### config.mk
export PLATFORM = sky130hd
export DESIGN_NAME = pkt_fifo_arbiter_flat
export DESIGN_NICKNAME = d
export VERILOG_FILES = /design/src/rtl/pkt_fifo_arbiter_if.sv /design/src/rtl/pkt_fifo_arbiter.sv /design/src/flat_wrapper.sv
export SDC_FILE = /design/constraint.sdc
export NUM_CORES = 1
export LEC_CHECK = 0
export BUFFER_PORTS_ARGS = -buffer_cell sky130_fd_sc_hd__buf_2
export CAP_MARGIN = 20
export CORE_MARGIN = 4
export CORE_UTILIZATION = 40
export DETAILED_ROUTE_END_ITERATION = 16
export PLACE_DENSITY = 0.59
export SLEW_MARGIN = 15
export SYNTH_ARGS = -nofsm -noshare
export SYNTH_HDL_FRONTEND = slang
export SYNTH_SLANG_ARGS = --single-unit
### constraint.sdc
create_clock -name clk -period 2.26 [get_ports clk]
set_input_delay 0.339 -clock clk [delete_from_list [all_inputs] [get_ports clk]]
set_output_delay 0.339 -clock clk [all_outputs]
set_load 0.01 [all_outputs]
### src/rtl/pkt_fifo_arbiter_if.sv
// Handshake bundle between the two packet sources, the arbiter and the
// output FIFO write port. The master side drives the sources and the FIFO
// status; the slave side is the arbiter.
interface pkt_fifo_arbiter_if;
  logic [8:0] vid_data;
  logic       vid_valid;
  logic       vid_ready;
  logic [8:0] ctl_data;
  logic       ctl_valid;
  logic       ctl_ready;
  logic [8:0] fifo_data;
  logic       fifo_wr;
  logic       fifo_full;

  modport master (
    output vid_data, vid_valid, ctl_data, ctl_valid, fifo_full,
    input  vid_ready, ctl_ready, fifo_data, fifo_wr
  );

  modport slave (
    input  vid_data, vid_valid, ctl_data, ctl_valid, fifo_full,
    output vid_ready, ctl_ready, fifo_data, fifo_wr
  );
endinterface

### src/rtl/pkt_fifo_arbiter.sv
// Packet-atomic arbiter sharing one 9-bit output-FIFO write port between a
// video source and a control/status source. Bit 8 set marks a payload word,
// 9'h000 terminates a packet. Stalled or overlong packets are closed with an
// arbiter-inserted terminator and flagged in sticky error bits.
module pkt_fifo_arbiter #(
  parameter int TIMEOUT = 64,
  parameter int MAX_LEN = 1024
) (
  input  logic                     clk,
  input  logic                     rst_n,
  pkt_fifo_arbiter_if.slave        bus,
  input  logic                     ctl_priority,
  input  logic                     clear_err,
  output logic [1:0]               grant,
  output logic                     timeout_err,
  output logic                     len_err
);

  typedef enum logic [1:0] {
    ST_IDLE    = 2'd0,
    ST_GNT_VID = 2'd1,
    ST_GNT_CTL = 2'd2,
    ST_FLUSH   = 2'd3
  } state_t;

  // Counter values at which the next idle cycle / payload word trips a flush.
  localparam logic [7:0]  IDLE_LAST = 8'(TIMEOUT - 1);
  localparam logic [10:0] LEN_LAST  = 11'(MAX_LEN - 1);

  state_t      state_r;
  state_t      state_s;
  logic [7:0]  idle_cnt_r;
  logic [10:0] len_cnt_r;
  logic        last_ctl_r;      // 1: control was the last owner
  logic        timeout_err_r;
  logic        len_err_r;

  logic        granted_s;
  logic        src_valid_s;
  logic [8:0]  src_data_s;
  logic        accept_s;
  logic        eop_s;
  logic        pay_s;
  logic        len_hit_s;
  logic        idle_tick_s;
  logic        to_hit_s;

  assign timeout_err = timeout_err_r;
  assign len_err     = len_err_r;

  // Select the current owner's word and derive the per-cycle transfer events.
  always_comb begin
    granted_s   = 1'b0;
    src_valid_s = 1'b0;
    src_data_s  = 9'h000;
    case (state_r)
      ST_GNT_VID: begin
        granted_s   = 1'b1;
        src_valid_s = bus.vid_valid;
        src_data_s  = bus.vid_data;
      end
      ST_GNT_CTL: begin
        granted_s   = 1'b1;
        src_valid_s = bus.ctl_valid;
        src_data_s  = bus.ctl_data;
      end
      default: begin
        granted_s   = 1'b0;
        src_valid_s = 1'b0;
        src_data_s  = 9'h000;
      end
    endcase
    accept_s    = granted_s & src_valid_s & ~bus.fifo_full;
    eop_s       = accept_s & ~src_data_s[8];
    pay_s       = accept_s & src_data_s[8];
    len_hit_s   = pay_s & (len_cnt_r == LEN_LAST);
    // Backpressure never counts as idle time.
    idle_tick_s = granted_s & ~src_valid_s & ~bus.fifo_full;
    to_hit_s    = idle_tick_s & (idle_cnt_r == IDLE_LAST);
  end

  // State register.
  always_ff @(posedge clk or negedge rst_n) begin
    if (!rst_n) begin
      state_r <= ST_IDLE;
    end else begin
      state_r <= state_s;
    end
  end

  // Next-state selection: arbitration in IDLE, packet close or forced flush.
  always_comb begin
    state_s = state_r;
    case (state_r)
      ST_IDLE: begin
        if (bus.vid_valid && bus.ctl_valid) begin
          // Tie: priority mode favours control, otherwise alternate owners.
          state_s = (ctl_priority || !last_ctl_r) ? ST_GNT_CTL : ST_GNT_VID;
        end else if (bus.vid_valid) begin
          state_s = ST_GNT_VID;
        end else if (bus.ctl_valid) begin
          state_s = ST_GNT_CTL;
        end else begin
          state_s = ST_IDLE;
        end
      end
      ST_GNT_VID, ST_GNT_CTL: begin
        if (eop_s) begin
          state_s = ST_IDLE;
        end else if (len_hit_s || to_hit_s) begin
          state_s = ST_FLUSH;
        end else begin
          state_s = state_r;
        end
      end
      ST_FLUSH: begin
        state_s = bus.fifo_full ? ST_FLUSH : ST_IDLE;
      end
      default: begin
        state_s = ST_IDLE;
      end
    endcase
  end

  // Port-facing outputs: combinational pass-through of the owner's word,
  // a zero terminator while flushing, and silence otherwise.
  always_comb begin
    bus.vid_ready = 1'b0;
    bus.ctl_ready = 1'b0;
    bus.fifo_wr   = 1'b0;
    bus.fifo_data = 9'h000;
    grant         = 2'b00;
    case (state_r)
      ST_GNT_VID: begin
        grant         = 2'b01;
        bus.vid_ready = ~bus.fifo_full;
        bus.fifo_wr   = bus.vid_valid & ~bus.fifo_full;
        bus.fifo_data = (bus.vid_valid & ~bus.fifo_full) ? bus.vid_data : 9'h000;
      end
      ST_GNT_CTL: begin
        grant         = 2'b10;
        bus.ctl_ready = ~bus.fifo_full;
        bus.fifo_wr   = bus.ctl_valid & ~bus.fifo_full;
        bus.fifo_data = (bus.ctl_valid & ~bus.fifo_full) ? bus.ctl_data : 9'h000;
      end
      ST_FLUSH: begin
        bus.fifo_wr   = ~bus.fifo_full;
        bus.fifo_data = 9'h000;
      end
      default: begin
        bus.fifo_wr   = 1'b0;
        bus.fifo_data = 9'h000;
      end
    endcase
  end

  // Idle counter: counts stalled cycles of the owner, cleared by any transfer.
  always_ff @(posedge clk or negedge rst_n) begin
    if (!rst_n) begin
      idle_cnt_r <= 8'd0;
    end else if (!granted_s || accept_s || to_hit_s) begin
      idle_cnt_r <= 8'd0;
    end else if (idle_tick_s) begin
      idle_cnt_r <= idle_cnt_r + 8'd1;
    end
  end

  // Length counter: payload words in the current packet.
  always_ff @(posedge clk or negedge rst_n) begin
    if (!rst_n) begin
      len_cnt_r <= 11'd0;
    end else if (!granted_s || eop_s || len_hit_s) begin
      len_cnt_r <= 11'd0;
    end else if (pay_s) begin
      len_cnt_r <= len_cnt_r + 11'd1;
    end
  end

  // Remember who owned the port last; FLUSH only follows a grant state, so
  // recording at packet close also covers the forced-flush case.
  always_ff @(posedge clk or negedge rst_n) begin
    if (!rst_n) begin
      last_ctl_r <= 1'b1;
    end else if (eop_s || len_hit_s || to_hit_s) begin
      last_ctl_r <= (state_r == ST_GNT_CTL);
    end
  end

  // Sticky error flags; a new error in the clearing cycle wins.
  always_ff @(posedge clk or negedge rst_n) begin
    if (!rst_n) begin
      timeout_err_r <= 1'b0;
      len_err_r     <= 1'b0;
    end else begin
      if (to_hit_s) begin
        timeout_err_r <= 1'b1;
      end else if (clear_err) begin
        timeout_err_r <= 1'b0;
      end
      if (len_hit_s) begin
        len_err_r <= 1'b1;
      end else if (clear_err) begin
        len_err_r <= 1'b0;
      end
    end
  end

endmodule

### src/flat_wrapper.sv
// flat-port wrapper written by rule: the top's interface ports become plain ports
module pkt_fifo_arbiter_flat 
#(
  parameter int TIMEOUT = 64,
  parameter int MAX_LEN = 1024
)
  (clk, rst_n, ctl_priority, clear_err, grant, timeout_err, len_err, bus_vid_data, bus_vid_valid, bus_ctl_data, bus_ctl_valid, bus_fifo_full, bus_vid_ready, bus_ctl_ready, bus_fifo_data, bus_fifo_wr);
  pkt_fifo_arbiter_if bus_i ();
  input  logic clk;
  input  logic rst_n;
  input  logic ctl_priority;
  input  logic clear_err;
  output logic [1:0] grant;
  output logic timeout_err;
  output logic len_err;
  input wire logic [$bits(bus_i.vid_data)-1:0] bus_vid_data;
  input wire logic [$bits(bus_i.vid_valid)-1:0] bus_vid_valid;
  input wire logic [$bits(bus_i.ctl_data)-1:0] bus_ctl_data;
  input wire logic [$bits(bus_i.ctl_valid)-1:0] bus_ctl_valid;
  input wire logic [$bits(bus_i.fifo_full)-1:0] bus_fifo_full;
  output wire logic [$bits(bus_i.vid_ready)-1:0] bus_vid_ready;
  output wire logic [$bits(bus_i.ctl_ready)-1:0] bus_ctl_ready;
  output wire logic [$bits(bus_i.fifo_data)-1:0] bus_fifo_data;
  output wire logic [$bits(bus_i.fifo_wr)-1:0] bus_fifo_wr;
  assign bus_i.vid_data = bus_vid_data;
  assign bus_i.vid_valid = bus_vid_valid;
  assign bus_i.ctl_data = bus_ctl_data;
  assign bus_i.ctl_valid = bus_ctl_valid;
  assign bus_i.fifo_full = bus_fifo_full;
  assign bus_vid_ready = bus_i.vid_ready;
  assign bus_ctl_ready = bus_i.ctl_ready;
  assign bus_fifo_data = bus_i.fifo_data;
  assign bus_fifo_wr = bus_i.fifo_wr;
  pkt_fifo_arbiter #(.TIMEOUT(TIMEOUT), .MAX_LEN(MAX_LEN)) u_core (.clk(clk), .rst_n(rst_n), .bus(bus_i), .ctl_priority(ctl_priority), .clear_err(clear_err), .grant(grant), .timeout_err(timeout_err), .len_err(len_err));
endmodule
==> summary.txt <==
Outcome
  • Run status: complete, no violations

Run
  • Number of max-cap violations: 0

GRT
  • Number of global-route vias before repair: 1,386
  • Total Routing Usage GR: 0.151
  • Global-route wire length before repair: 6270 um
  • Largest net degree at the start of global routing: 25
  • Initial antenna violation count: 0
  • Global route overflow: 0

Worst setup path
  • Critical setup path kind: flip-flop to flip-flop
  • Worst path arrival time: 2.26 ns
  • Max Fanout on Critical Path: 7
  • Startpoint Class: flip-flop
  • Worst path required time: 2.42 ns
  • Type of element capturing the critical path: flip-flop

Die
  • Initial Util: 0.425
  • Core footprint: 0.00377 sq mm
  • Die boundary width: slightly above 70 um
  • Area of the die: 0.00509 sq mm
  • Vertical die dimension: 71.3 um
  • Total I/O pin count: 41
  • Number of placement rows: 22

CTS
  • Maximum clock path buffer count: 2
  • Clock input transition at the sequential cells of the worst setup and hold paths: 0.08 ns
  • H-tree depth reported by CTS: 1
  • Clock tree from TritonCTS: built
  • Number of buffers inserted during clock tree synthesis: 3
  • CTS root buffer: sky130_fd_sc_hd__clkbuf_8
  • Clock network latency to the later pin of the worst-skew pair: 0.26 ns
  • TritonCTS Sinks: 24

Pwr
  • Largest vdd supply drop: around 0.32 mV
  • Switching power: a little over 0.8 mW
  • Pwr/cell area: 976 mW/mm^2
  • Part of the power in combinational logic: 0.567
  • Power share of the sequential group: 0.280
  • Power after layout: 1.90 mW
  • P_int: 1.09 mW
  • Power share of the clock group: 0.152
  • Share of total power consumed by net switching: 0.427
  • Leak pwr: 0.891 nW

Placed design
  • Routability cong.: 0.866
  • Post-Place Cells: 271
  • Placed wire-length estimate: roughly 2900 um
  • Total cell area at the placement stage: approximately 0.0019 sq mm
  • Number of buffers added on ports: 40

Layout
  • Antenna fix cells: 0
  • Number of fill cells in the layout: between 300 and 400
  • Non-filler cells in the finished layout: 276
  • Area added between synthesis and finish: 21.3%
  • Post-layout net count: 262
  • Fraction of layout instances using a drive strength above 1: 0.272
  • Finished layout cell area: 0.00195 sq mm

Detailed routing
  • Drt via density: ~5.4
  • Drt pass-1 iters: 4
  • DRT antenna net count: 0
  • Initial drt markers: 83
  • Average detailed-routed wire length per instance: 13.7 um
  • Final routed DRC violation total: 0
  • Overall via count from detail_route: 1,488
  • Post-detailed-routing wire length: 3790 um

STA
  • Total negative setup slack: 0 ns
  • Unrepaired setup endpoints after global routing: false
  • Highest Clock Rate: around 470 MHz
  • Slew Limit Fails: 0
  • Worst Hold Margin: 0.0495 ns
  • Relative slew slack: 0.639
  • Share of the cycle needed by the critical path after routing: 0.932
  • Final count of hold timing violations: 0
  • Total setup violations reported at the end of the flow: 0
  • Actual slew at the worst max-slew pin: 0.541 ns
  • Shortest clock period the worst path allows after layout: 2.11 ns
  • Post-Route Skew: roughly 0.0026 ns

Synthesis
  • Commonest cells post-synth: sky130_fd_sc_hd__nor2_1 (27), sky130_fd_sc_hd__nand2_1 (24), sky130_fd_sc_hd__dfrtp_1 (23)
  • Portion of the post-synthesis area used by sequential elements: 0.375
  • Mux contribution to synthesized area: 0.0211
  • Xor/xnor share of the synthesized area: 0.0601
  • Netlist area before placement: 0.00160 sq mm
  • Synthesized area per cell: 8.58 sq um
  • Synth Instances: 187
  • Mapped Nets: 220
  • Share of the synthesized area in the top cell type: 0.359
  • Adder-cell share of the synthesized area: 0.0624
  • Area leader, netlist: sky130_fd_sc_hd__dfrtp_1
  • Number of flops mapped to enable cells by yosys: 0
  • Post-synthesis register bit count: 24
  • Async S/R FF share, synth: 1.00
  • Largest family of logic cells by synthesized area: simple AND/OR/NAND/NOR gates
  • Simple-gate portion of the synthesized area: 0.275
  • Synth Flop Type: sky130_fd_sc_hd__dfrtp_1
  • Synth top area cells: sky130_fd_sc_hd__dfrtp_1 (36%), sky130_fd_sc_hd__nor2_1 (6.3%), sky130_fd_sc_hd__ha_1 (6.2%)
  • Compound-gate portion of the synthesized area: 0.172
  • Warnings from Yosys: 0
  • Most used standard cell by instance count after synthesis: sky130_fd_sc_hd__nor2_1
  • Distinct cell type count of the synthesized netlist: 42

Min path
  • Worst Hold Class: primary input to async pin
-- final timing paths --
check                                    from             endpoint  slack, ns  cells after the start
setup / recovery            u_core.state_r[1]    u_core.state_r[1]       0.15                      7
hold / removal                          rst_n  u_core.len_cnt_r[6]       0.05                      1
setup reg to reg            u_core.state_r[1]    u_core.state_r[1]       0.15                      7
hold reg to reg            u_core.timeout_err   u_core.timeout_err       0.53                      2
max in group asynchronous               rst_n    u_core.last_ctl_r       1.84                      1
min in group clk                    clear_err   u_core.timeout_err       0.28                      2
-- final cells by class --
class	count	area, sq um	share of cell area
clock buffers	4	55.1	0.0283
inverters	6	26.3	0.0135
multi-input cells	150	972	0.500
flip-flops and latches	24	602	0.309
well taps	48	60.1	0.0309
repair buffers	44	230	0.118
-- state kept, by name, summed over array words and instances, names as in the netlist --
name                count
u_core.idle_cnt_r       8
u_core.last_ctl_r       1
u_core.len_cnt_r       11
u_core.len_err          1
u_core.state_r          2
u_core.timeout_err      1
-- power groups by stage --
stage	Combinational, mW	Sequential, mW	Clock, mW
6_report	1.08	0.532	0.289
4_1_cts	0.988	0.527	0.297
3_3_place_gp	0.948	0.532	0
3_5_place_dp	0.975	0.536	0
2_1_floorplan	0.701	0.522	0
5_1_grt	1.19	0.540	0.320
-- layout by cell type (no fill, tap or decap), types with 3 or more instances in the layout --
cell type	count
sky130_fd_sc_hd__nand3_1	10
sky130_fd_sc_hd__nor3_1	3
sky130_fd_sc_hd__or3_1	3
sky130_fd_sc_hd__and3_1	3
sky130_fd_sc_hd__o21ai_0	5
sky130_fd_sc_hd__dfrtp_1	23
sky130_fd_sc_hd__ha_1	6
sky130_fd_sc_hd__mux2_2	3
sky130_fd_sc_hd__xor2_1	11
sky130_fd_sc_hd__nand2_1	24
sky130_fd_sc_hd__nor2b_1	4
sky130_fd_sc_hd__clkbuf_8	4
sky130_fd_sc_hd__nor2_1	27
sky130_fd_sc_hd__nand4_1	9
sky130_fd_sc_hd__a21boi_0	4
sky130_fd_sc_hd__buf_4	4
sky130_fd_sc_hd__a21oi_1	4
sky130_fd_sc_hd__a22oi_1	11
sky130_fd_sc_hd__inv_1	4
sky130_fd_sc_hd__buf_2	40
-- logic make-up (layout without fill, tap and decap cells) --
| logic type | Yosys count | after routing |
|---|---|---|
| and+or+nand+nor | 91 | 91 |
| AOI/OAI and AO/OA | 37 | 37 |
| DFF | 24 | 24 |
| buffers and inverters | 13 | 54 |
| xor gates and xnor gates | 11 | 11 |
| adders and majority gates | 8 | 8 |
| muxes | 3 | 3 |
-- worst max-delay path: stages, from the launching register on --
cell                      delay (ns)
sky130_fd_sc_hd__dfrtp_1        0.45
sky130_fd_sc_hd__inv_1          0.14
sky130_fd_sc_hd__ha_1           0.28
sky130_fd_sc_hd__a22o_2         0.33
sky130_fd_sc_hd__a31oi_4        0.21
sky130_fd_sc_hd__o21ai_2        0.13
sky130_fd_sc_hd__nand2_1        0.13
sky130_fd_sc_hd__mux2_2         0.34
-- through the flow --
stage	setup slack, ns	util
after floorplan	0.377	-
after global placement	0.302	0.492
after detailed placement	0.198	0.492
after CTS	0.0172	0.507
after global routing	0.00121	0.516
final	0.154	0.516
-- per-layer routing --
| metal | routed length, um | track usage |
|---|---|---|
| met4 | 67 | 0.0564 |
| met2 | 1620 | 0.239 |
| met5 | 0 | 0 |
| met3 | 341 | 0.0295 |
| met1 | 1760 | 0.203 |
-- what timing repair did --
| item | in CTS | in global routing |
|---|---|---|
| buffers inserted | 0 | 1 |
| cloned | 0 | 0 |
| gates resized for setup | 1 | 5 |
| endpoints found under the setup margin | 1 | 9 |
| hold buffers | 0 | 0 |
Power figures use the tool's default switching activity.
